<file path="src/rtl/lcd_refresh_sequencer_pkg.sv">
// rtl/lcd_refresh_sequencer_pkg.sv - shared types, constants and helpers for the LCD refresh sequencer
package lcd_pkg;

  typedef enum logic [2:0] {
    IDLE,
    L1_ADDR,
    L1_CHARS,
    L2_ADDR,
    L2_CHARS
  } lcd_seq_state_t;

  localparam logic [7:0] LCD_CMD_LINE1   = 8'h80;
  localparam logic [7:0] LCD_CMD_LINE2   = 8'hC0;
  localparam logic [7:0] LCD_CHAR_SPACE  = 8'h20;
  localparam int         LCD_FRAME_BEATS = 34;

  localparam logic [5:0] LCD_BEAT_LINE2 = 6'd17;
  localparam logic [5:0] LCD_BEAT_LAST  = 6'(LCD_FRAME_BEATS - 1);

  typedef struct packed {
    logic [7:0]  a;
    logic [7:0]  x;
    logic [7:0]  y;
    logic [15:0] pc;
    logic [7:0]  op;
  } lcd_snapshot_t;

  function automatic logic [7:0] hex2ascii(input logic [3:0] nibble);
    return (nibble < 4'd10) ? (8'h30 + {4'h0, nibble}) : (8'h37 + {4'h0, nibble});
  endfunction

endpackage

</file>
<file path="src/rtl/lcd_refresh_sequencer_if.sv">
// rtl/lcd_refresh_sequencer_if.sv - byte stream handshake toward the nibble-level LCD driver
interface lcd_refresh_sequencer_if;
  logic       out_valid;
  logic       out_is_cmd;
  logic [7:0] out_byte;
  logic       out_ready;

  modport master (output out_valid, output out_is_cmd, output out_byte, input out_ready);
  modport slave  (input out_valid, input out_is_cmd, input out_byte, output out_ready);
endinterface

</file>
<file path="src/rtl/lcd_refresh_sequencer_formatter.sv">
// rtl/lcd_refresh_sequencer_formatter.sv - maps a beat index and register snapshot to one frame byte
module lcd_frame_formatter
  import lcd_pkg::*;
(
  input  logic [5:0]    beat_i,
  input  lcd_snapshot_t snap_i,
  output logic          is_cmd_o,
  output logic [7:0]    byte_o
);

  // Line 1: "A=hh X=hh Y=hh  " on beats 1-16, line 2: "PC=hhhh OP=hh   " on beats 18-33
  always_comb begin
    is_cmd_o = 1'b0;
    byte_o   = LCD_CHAR_SPACE;
    case (beat_i)
      6'd0:  begin is_cmd_o = 1'b1; byte_o = LCD_CMD_LINE1; end
      6'd1:  byte_o = 8'h41;
      6'd2:  byte_o = 8'h3D;
      6'd3:  byte_o = hex2ascii(snap_i.a[7:4]);
      6'd4:  byte_o = hex2ascii(snap_i.a[3:0]);
      6'd6:  byte_o = 8'h58;
      6'd7:  byte_o = 8'h3D;
      6'd8:  byte_o = hex2ascii(snap_i.x[7:4]);
      6'd9:  byte_o = hex2ascii(snap_i.x[3:0]);
      6'd11: byte_o = 8'h59;
      6'd12: byte_o = 8'h3D;
      6'd13: byte_o = hex2ascii(snap_i.y[7:4]);
      6'd14: byte_o = hex2ascii(snap_i.y[3:0]);
      6'd17: begin is_cmd_o = 1'b1; byte_o = LCD_CMD_LINE2; end
      6'd18: byte_o = 8'h50;
      6'd19: byte_o = 8'h43;
      6'd20: byte_o = 8'h3D;
      6'd21: byte_o = hex2ascii(snap_i.pc[15:12]);
      6'd22: byte_o = hex2ascii(snap_i.pc[11:8]);
      6'd23: byte_o = hex2ascii(snap_i.pc[7:4]);
      6'd24: byte_o = hex2ascii(snap_i.pc[3:0]);
      6'd26: byte_o = 8'h4F;
      6'd27: byte_o = 8'h50;
      6'd28: byte_o = 8'h3D;
      6'd29: byte_o = hex2ascii(snap_i.op[7:4]);
      6'd30: byte_o = hex2ascii(snap_i.op[3:0]);
      default: byte_o = LCD_CHAR_SPACE;
    endcase
  end

endmodule

</file>
<file path="src/rtl/lcd_refresh_sequencer.sv">
// rtl/lcd_refresh_sequencer.sv - periodic snapshot of CPU debug taps streamed as a 34-beat LCD frame
module lcd_refresh_sequencer
  import lcd_pkg::*;
#(
  parameter int REFRESH_CYCLES = 2_700_000
) (
  input  logic        clk,
  input  logic        rst_n,
  input  logic        init_done_i,
  input  logic        force_refresh_i,
  input  logic [7:0]  reg_a_i,
  input  logic [7:0]  reg_x_i,
  input  logic [7:0]  reg_y_i,
  input  logic [15:0] reg_pc_i,
  input  logic [7:0]  opcode_i,
  lcd_refresh_sequencer_if.master out_if,
  output logic        busy_o,
  output logic        frame_done_o,
  output logic [7:0]  frame_count_o
);

  localparam logic [31:0] TIMER_LAST = 32'(REFRESH_CYCLES - 1);

  lcd_seq_state_t state_q;
  logic [5:0]     beat_q;
  logic [31:0]    timer_q, timer_d;
  logic           pending_q, pending_d;
  lcd_snapshot_t  snap_q;
  logic           valid_q, is_cmd_q, busy_q, frame_done_q;
  logic [7:0]     byte_q, count_q;

  logic           wrap, start, accept;
  logic [5:0]     beat_nxt, fmt_beat;
  lcd_seq_state_t state_nxt;
  logic           fmt_is_cmd;
  logic [7:0]     fmt_byte;

  always_comb begin
    wrap      = (timer_q == TIMER_LAST);
    timer_d   = wrap ? 32'd0 : timer_q + 32'd1;
    start     = (state_q == IDLE) && (pending_q || force_refresh_i) && init_done_i;
    accept    = valid_q && out_if.out_ready;
    // Every request seen up to and including the start edge is served by that frame
    pending_d = start ? 1'b0 : (pending_q | wrap | force_refresh_i);
    beat_nxt  = beat_q + 6'd1;
    fmt_beat  = (state_q == IDLE) ? 6'd0 : beat_nxt;
    state_nxt = L1_CHARS;
    if (beat_nxt == LCD_BEAT_LINE2) begin
      state_nxt = L2_ADDR;
    end else if (beat_nxt > LCD_BEAT_LINE2) begin
      state_nxt = L2_CHARS;
    end
  end

  // Formatter looks one beat ahead so the registered byte is ready right after acceptance
  lcd_frame_formatter u_fmt (
    .beat_i   (fmt_beat),
    .snap_i   (snap_q),
    .is_cmd_o (fmt_is_cmd),
    .byte_o   (fmt_byte)
  );

  always_ff @(posedge clk or negedge rst_n) begin
    if (!rst_n) begin
      state_q      <= IDLE;
      beat_q       <= 6'd0;
      timer_q      <= 32'd0;
      pending_q    <= 1'b0;
      snap_q       <= '0;
      valid_q      <= 1'b0;
      is_cmd_q     <= 1'b0;
      byte_q       <= 8'h00;
      busy_q       <= 1'b0;
      frame_done_q <= 1'b0;
      count_q      <= 8'd0;
    end else begin
      timer_q      <= timer_d;
      pending_q    <= pending_d;
      frame_done_q <= 1'b0;
      case (state_q)
        IDLE: begin
          if (start) begin
            snap_q   <= '{a: reg_a_i, x: reg_x_i, y: reg_y_i, pc: reg_pc_i, op: opcode_i};
            state_q  <= L1_ADDR;
            beat_q   <= 6'd0;
            valid_q  <= 1'b1;
            is_cmd_q <= fmt_is_cmd;
            byte_q   <= fmt_byte;
            busy_q   <= 1'b1;
          end
        end
        default: begin
          if (accept) begin
            if (beat_q == LCD_BEAT_LAST) begin
              state_q      <= IDLE;
              valid_q      <= 1'b0;
              busy_q       <= 1'b0;
              frame_done_q <= 1'b1;
              count_q      <= count_q + 8'd1;
            end else begin
              state_q  <= state_nxt;
              beat_q   <= beat_nxt;
              is_cmd_q <= fmt_is_cmd;
              byte_q   <= fmt_byte;
            end
          end
        end
      endcase
    end
  end

  assign out_if.out_valid  = valid_q;
  assign out_if.out_is_cmd = is_cmd_q;
  assign out_if.out_byte   = byte_q;
  assign busy_o            = busy_q;
  assign frame_done_o      = frame_done_q;
  assign frame_count_o     = count_q;

endmodule

</file>
<file path="src/flat_wrapper.sv">
// flat-port wrapper written by rule: the top's interface ports become plain ports
module lcd_refresh_sequencer_flat import lcd_pkg::*;
#(
  parameter int REFRESH_CYCLES = 2_700_000
)
  (clk, rst_n, init_done_i, force_refresh_i, reg_a_i, reg_x_i, reg_y_i, reg_pc_i, opcode_i, busy_o, frame_done_o, frame_count_o, out_if_out_valid, out_if_out_is_cmd, out_if_out_byte, out_if_out_ready);
  lcd_refresh_sequencer_if out_if_i ();
  input  logic clk;
  input  logic rst_n;
  input  logic init_done_i;
  input  logic force_refresh_i;
  input  logic [7:0] reg_a_i;
  input  logic [7:0] reg_x_i;
  input  logic [7:0] reg_y_i;
  input  logic [15:0] reg_pc_i;
  input  logic [7:0] opcode_i;
  output logic busy_o;
  output logic frame_done_o;
  output logic [7:0] frame_count_o;
  output wire logic [$bits(out_if_i.out_valid)-1:0] out_if_out_valid;
  output wire logic [$bits(out_if_i.out_is_cmd)-1:0] out_if_out_is_cmd;
  output wire logic [$bits(out_if_i.out_byte)-1:0] out_if_out_byte;
  input wire logic [$bits(out_if_i.out_ready)-1:0] out_if_out_ready;
  assign out_if_out_valid = out_if_i.out_valid;
  assign out_if_out_is_cmd = out_if_i.out_is_cmd;
  assign out_if_out_byte = out_if_i.out_byte;
  assign out_if_i.out_ready = out_if_out_ready;
  lcd_refresh_sequencer #(.REFRESH_CYCLES(REFRESH_CYCLES)) u_core (.clk(clk), .rst_n(rst_n), .init_done_i(init_done_i), .force_refresh_i(force_refresh_i), .reg_a_i(reg_a_i), .reg_x_i(reg_x_i), .reg_y_i(reg_y_i), .reg_pc_i(reg_pc_i), .opcode_i(opcode_i), .out_if(out_if_i), .busy_o(busy_o), .frame_done_o(frame_done_o), .frame_count_o(frame_count_o));
endmodule
</file>
<file path="config.mk">
export PLATFORM = sky130hd
export DESIGN_NAME = lcd_refresh_sequencer_flat
export DESIGN_NICKNAME = d
export VERILOG_FILES = /design/src/rtl/lcd_refresh_sequencer_pkg.sv /design/src/rtl/lcd_refresh_sequencer_if.sv /design/src/rtl/lcd_refresh_sequencer_formatter.sv /design/src/rtl/lcd_refresh_sequencer.sv /design/src/flat_wrapper.sv
export SDC_FILE = /design/constraint.sdc
export NUM_CORES = 1
export LEC_CHECK = 0
export ABC_AREA = 1
export ABC_CLOCK_PERIOD_IN_PS = 3500
export CAP_MARGIN = 0
export CORE_MARGIN = 3
export CORE_UTILIZATION = 30
export CTS_BUF_LIST = sky130_fd_sc_hd__clkbuf_8 sky130_fd_sc_hd__clkbuf_16
export DETAILED_ROUTE_END_ITERATION = 8
export SETUP_SLACK_MARGIN = 0.5
export SYNTH_ARGS = -nofsm -noshare
export SYNTH_HDL_FRONTEND = slang
export SYNTH_HIERARCHICAL = 1
export SYNTH_SLANG_ARGS = --single-unit
export TNS_END_PERCENT = 30
</file>
<file path="constraint.sdc">
create_clock -name clk -period 3.5 [get_ports clk]
set_clock_uncertainty 0.2 [all_clocks]
set_input_delay 0.7 -clock clk [delete_from_list [all_inputs] [get_ports clk]]
set_output_delay 0.7 -clock clk [all_outputs]
set_load 0.05 [all_outputs]
</file>
== After elaboration in Yosys (flattened, before gate mapping) ==
Cells that the tools add are included.

* Logic and storage cells: 145
* Input bits: 53
* Output and inout port bits: 20
* Memories kept: 0
* Bits in read-only memories: 0
* Latch bits: 0
* Register bits: 109
* RAM bits: 0

* Shifts and indexed selects: 0
* Mux-type cells: 42
* Eq/ne operators: 30
* Order comparisons: 13
* Bitwise gates (word level): 3
* Multiply operators: 0
* Reductions and logical operators: 16
* Divide/modulo/power cells: 0
* Add/subtract/negate cells: 27

{| class="wikitable"
|+ Operators by type and width
! cell !! count
|-
| 6-bit by 4-bit adder with 7-bit output, first input constant || 24
|-
| 8-bit one-hot mux with 21 select lines || 1
|-
| 6-bit by 5-bit equality test with 1-bit output, second input constant || 14
|-
| 7-bit two-way mux || 12
|-
| 4-bit less-than comparator, second input constant || 12
|-
| 6-bit by 4-bit equality test with 1-bit output, second input constant || 6
|-
| 32-bit by 1-bit adder with 32-bit output, second input constant || 1
|-
| 32-bit by 22-bit equality test with 1-bit output, second input constant || 1
|-
| 32-bit two-way mux || 1
|-
| 8-bit two-way mux || 4
|-
| 6-bit two-way mux || 5
|-
| 6-bit by 3-bit equality test with 1-bit output, second input constant || 3
|-
| 3-bit two-way mux || 6
|-
| 1-bit two-way mux || 13
|-
| 6-bit by 2-bit equality test with 1-bit output, second input constant || 2
|-
| 3-bit AND reduction || 3
|-
| 8-bit by 1-bit adder with 8-bit output, second input constant || 1
|-
| 6-bit by 1-bit adder with 6-bit output, second input constant || 1
|-
| 6-bit by 1-bit equality test with 1-bit output, second input constant || 1
|-
| 6-bit equality test, second input constant || 1
|-
| 6-bit by 5-bit greater-than comparator with 1-bit output, second input constant || 1
|-
| 6-bit logical NOT || 1
|-
| 5-bit OR reduction || 1
|-
| 2-bit by 1-bit inequality test with 1-bit output, second input constant || 2
|-
| 8 further kinds || 14
|}

== Logic depth before layout (Yosys ltp) ==
* Depth in word-level cells: 8
* Gate-level depth with buffers: 18
* Mapped depth without buffers: 17

== Modules after synthesis ==
Netlist, hierarchy kept.

{| class="wikitable"
|+ By module, submodules not included
! module !! times used !! area an instance (um^2) !! seq. area each (um^2) !! cells an instance
|-
| lcd_refresh_sequencer || 1 || 5280.1 || 2727.6 || 680
|-
| lcd_frame_formatter || 1 || 2119.5 || 0.0 || 479
|}

== Worst setup path after synthesis ==
No wires, ideal clock.

* Kind: reg-to-reg
* Start point: register u_core.beat_q[0]
* End point: register u_core.byte_q[5] (netlist: u_core/out_if.out_byte[5])
* Clock period less this slack: 2544 ps
* Arrival: 2226 ps
* Required time: 3182 ps
* Buffers on the path: 0
* Path slack: 956 ps
* Setup time: 118 ps
* Cell stages (with the launch flop): 16
* Cells stage by stage: dfrtp_1 ha_1 nand2_1 inv_1 nor3_1 nand2_1 nor2_1 nand2_1 nand2_1 nor2_1 nand2_1 nor2_1 nand2_1 nand2_1 nand2_1 nand2_1

* Longest elaborated chain between the ends: 8
* Elaborated cells between the ends (all ways): 38
* Classes of those cells: add/sub: 1; eq/ne: 27; mux: 6; reduce/logical: 4

{| class="wikitable"
|+ Ends and longest elaborated chain
! what !! RTL line !! text
|-
| start: declaration || lcd_refresh_sequencer.sv:25 || <nowiki>logic [5:0] beat_q;</nowiki>
|-
| start signal: assignment || lcd_refresh_sequencer.sv:102 || <nowiki>beat_q <= beat_nxt;</nowiki>
|-
| 6-bit by 1-bit adder with 6-bit output (*) || lcd_refresh_sequencer.sv:45 || <nowiki>beat_nxt = beat_q + 6'd1;</nowiki>
|-
| 6-bit two-way mux (*) || lcd_refresh_sequencer.sv:46 || <nowiki>fmt_beat = (state_q == IDLE) ? 6'd0 : beat_nxt;</nowiki>
|-
| net u_core.fmt_beat[2] || lcd_refresh_sequencer.sv:33 || <nowiki>logic [5:0] beat_nxt, fmt_beat;</nowiki>
|-
| 6-bit by 5-bit equality test with 1-bit output, or another cell as far along || lcd_refresh_sequencer_formatter.sv:15 || <nowiki>case (beat_i)</nowiki>
|-
| 5-bit OR reduction (no line) / 2-bit OR reduction (equally long branches) || n/a ||
|-
| 8-bit one-hot mux with 21 select lines (*) || lcd_refresh_sequencer_formatter.sv:15 ||
|-
| net u_core.fmt_byte[5] || lcd_refresh_sequencer.sv:36 || <nowiki>logic [7:0] fmt_byte;</nowiki>
|-
| 8-bit two-way mux || lcd_refresh_sequencer.sv:94 || <nowiki>if (beat_q == LCD_BEAT_LAST) begin</nowiki>
|-
| 8-bit two-way mux || lcd_refresh_sequencer.sv:93 || <nowiki>if (accept) begin</nowiki>
|-
| 8-bit two-way mux (*) || lcd_refresh_sequencer.sv:80 || <nowiki>case (state_q)</nowiki>
|-
| end signal: assignment || lcd_refresh_sequencer.sv:88 || <nowiki>byte_q <= fmt_byte;</nowiki>
|-
| end signal: assignment || lcd_refresh_sequencer.sv:104 || <nowiki>byte_q <= fmt_byte;</nowiki>
|-
| end: declaration || lcd_refresh_sequencer.sv:30 || <nowiki>logic [7:0] byte_q, count_q;</nowiki>
|}

The timed path passes the listed nets; every way through them passes the cells marked *. The select of a mux whose other input is x is not followed.
A chain may end at the register's enable or synchronous reset.

== Worst setup path in the final report ==
* Start point: register u_core.beat_q[0]
* End point: register u_core.byte_q[2] (netlist: u_core/out_if.out_byte[2])

The elaborated chain is that of the path after synthesis.

==> impl_metrics.toml <==
[clocking]
post-cts-setup-buffers = 0
htreeDepth = 3
cts-root-buf = "clkbuf_16"
cts_resized = 0
numCtsBuffers = 9
cts_num_sinks = 109
holdBufCountCts = 0
insertion_delay_ns = 0.35
cts_buffer_depth = 2
path_clk_slew_ns = 0.07
tritoncts = "built"

[placement]
place_congestion = 0.944
io_buffers = 72
dp_hpwl_um = 16300

[hold_path]
hp-class = "primary input to async pin"

[critical_path]
cp_common_cell = "nand2_1"
required_ns = 3.59
crit_chain = "ha_1, nand2_1, inv_1, nor3_1, buf_4, nand2_1, nor2_2, nand2_1, inv_1, o21ai_0, nand2_1, nor2_1, nand4_1, nand2_1, nand2_1"
critical_path.slowest_cell = "dfrtp_1"
arrival_ns = 2.87
crit_type = "flip-flop to flip-flop"
cp_max_fo = 7
crit_path_start_kind = "flip-flop"
cp-end-kind = "flip-flop"
max_stage_delay_ns = 0.45

[yosys]
ys_types = 33
synth_area_per_cell_sq_um = 6.38
synthCells = 1159
ys_ff_latch = 109
synth-async-reset-ratio_pct = 100
ys_seq_area_share_pct = 36.9
synth_area_leader_cell = "dfrtp_1"
synth-edff-count = 0
syn_nets = 1229
ys.flop_type = "dfrtp_1"
synthTopCellsByArea = "dfrtp_1, nand2_1, nor2_1"
synth_area_sq_mm = 0.00740
synth_top_area_share_pct = 36.9
yosysWarnings = 6

[routing]
via_per_inst = 4.63
drtPass1Iterations = 6
drc_errors = 0
wire_per_inst_um = 13.2
first_iter_violations = 625
ant_nets = 0
routed_wl_um = 20600
vias = 7205

[global_routing]
grt_max_degree = 45
antenna_found_initial = 0
grt_pass1_wl_um = 34600
gr-total-overflow = 0
grt_use_total_pct = 16.0
first_global_vias = 6926

[floorplanning]
coreArea_sq_mm = 0.0238
fp.dieH_um = 163
die_area_sq_mm = 0.0266
rows = 56
ioPinCount = 73
dieWidth_um = 163
start_util_pct = 31.1

[sta]
drv_slew = 0
max_freq_mhz = 359
max_slew_margin_pct = 60.6
fin_setup_tns_ns = 0
worstMarginPinSlew_ns = 0.584
setup_viol = 0
finalHoldViolCount = 0
layout_min_cycle_time_ns = 2.78
fin_crit_sh_pct = 79.5
rsz0062_at_grt = "true"

[cells_and_area]
num-fill-cells = 2662
area_growth_syn_to_layout_pct = 18.9
fin_util_pct = 36.9
drive_above_1_share_pct = 5.66
final_nets = 1303
num_antenna_cells = 0

[flow_run]
cap_violations = 0

[run_status]
status = "finished, final reports clean"

[pwr]
pwr_density_cell_mw_per_mm2 = 681
irDropWorstVdd_mv = 0.341
p_leak_nw = 4.54
worst max-delay path, delay by kind of cell (launching register included):
kind,cells,cell delay [ns]
compound gates,1,0.15
flops,1,0.45
fa+ha+maj,1,0.27
simple gates,10,1.22
buf+inv,3,0.43
per-layer routing:
layer	global-route usage [%]	up-vias	wire length (um)
met4	5.61	0	447
met2	23.9	182	8520
met3	1.60	25	898
li1	-	3721	-
met1	24.1	3277	10700
met5	0	-	0
kinds of logic after synthesis:
logic type	synth area share [%]
simple gates	45.7
buf+inv	8.66
flops	36.9
compound gates	3.42
xor+xnor	2.49
fa+ha+maj	2.87
synthesized netlist by cell type (2+ instances only):
library cell and number:
a21oi_1 11, buf_2 9, buf_4 5, buf_6 2, dfrtp_1 109, ha_1 17
inv_1 133, inv_2 5, inv_4 2, nand2_1 489, nand2_2 11, nand3_1 100
nand3b_1 2, nand4_1 17, nor2_1 154, nor2_2 10, nor2_4 9, nor3_1 12
o211ai_1 3, o21a_1 2, o21ai_0 26, xnor2_1 6, xor2_1 15
cell type report:
cell class              count  area (sq um)  area share (%)
repair buffers             79           796            9.05
clock inverters             6          50.0           0.569
well taps                 319           399            4.54
inverters                 141           536            6.09
clock buffers               9           225            2.56
multi-input cells         893          4060            46.2
flip-flops and latches    109          2730            31.0
registers in the layout, summed over array words and instances, names as in the netlist, 3 cells and up:
name and count:
u_core/state_q 3, u_core/timer_q 32, u_core/frame_count_o 8, u_core/out_if.out_byte 8, u_core/snap_q 48, u_core/beat_q 6
power by group:
part           internal, W  leakage, nW  switching [W]  total, W
combinational     0.000955         2.99        0.00199   0.00294
clock             0.000540        0.150       0.000452  0.000992
sequential         0.00164         1.40       0.000413   0.00205
worst paths after layout:
kind                                                     from                                    end  slack (ns)  depth (start not counted)
worst max register to register   u_core/beat_q[0]$_DFFE_PN0P_  u_core/out_if.out_byte[2]$_DFFE_PN0P_        0.72                         15
max in group asynchronous                               rst_n    u_core/frame_count_o[4]$_DFFE_PN0P_        2.20                          2
worst min register to register  u_core/state_q[2]$_DFFE_PN0P_          u_core/state_q[2]$_DFFE_PN0P_        0.28                          2
worst min-delay path                                    rst_n            u_core/timer_q[2]$_DFF_PN0_        0.12                          1
worst max-delay path             u_core/beat_q[0]$_DFFE_PN0P_  u_core/out_if.out_byte[2]$_DFFE_PN0P_        0.72                         15
min in group clk                u_core/state_q[2]$_DFFE_PN0P_          u_core/state_q[2]$_DFFE_PN0P_        0.28                          2
cell usage in the layout, fill, tap and decap left out, drive strengths merged:
master | netlist | routed
ha | 17 | 17
clkbuf | 0 | 9
xor2 | 15 | 15
nand3 | 101 | 101
nor3b | 1 | 1
nand2 | 500 | 500
dfrtp | 109 | 109
a21oi | 12 | 12
clkdlybuf4s50 | 0 | 71
nor2 | 174 | 174
nor3 | 13 | 13
inv | 140 | 144
bufinv | 0 | 1
buf | 16 | 8
o21bai | 1 | 1
o21ai | 28 | 28
nand3b | 2 | 2
clkinv | 1 | 2
xnor2 | 6 | 6
nand4 | 17 | 17
o21a | 2 | 2
and2 | 1 | 1
o211ai | 3 | 3
metrics by stage:
| step | hold WS, ns | cells | total power [W] | area [sq um] | worst slack, ns |
|---|---|---|---|---|---|
| detailed placement | 0.267 | 1541 | 0.00499 | 8490 | 0.689 |
| floorplan | 0.204 | 1159 | 0.00415 | 7400 | 0.956 |
| finish | 0.122 | 1556 | 0.00599 | 8790 | 0.717 |
| global placement | 0.267 | 1541 | 0.00494 | 8490 | 0.651 |
| global route | 0.162 | 1556 | 0.00659 | 8790 | 0.478 |
| CTS | 0.144 | 1556 | 0.00602 | 8760 | 0.640 |
No activity file was read; power rests on OpenSTA's default activity.
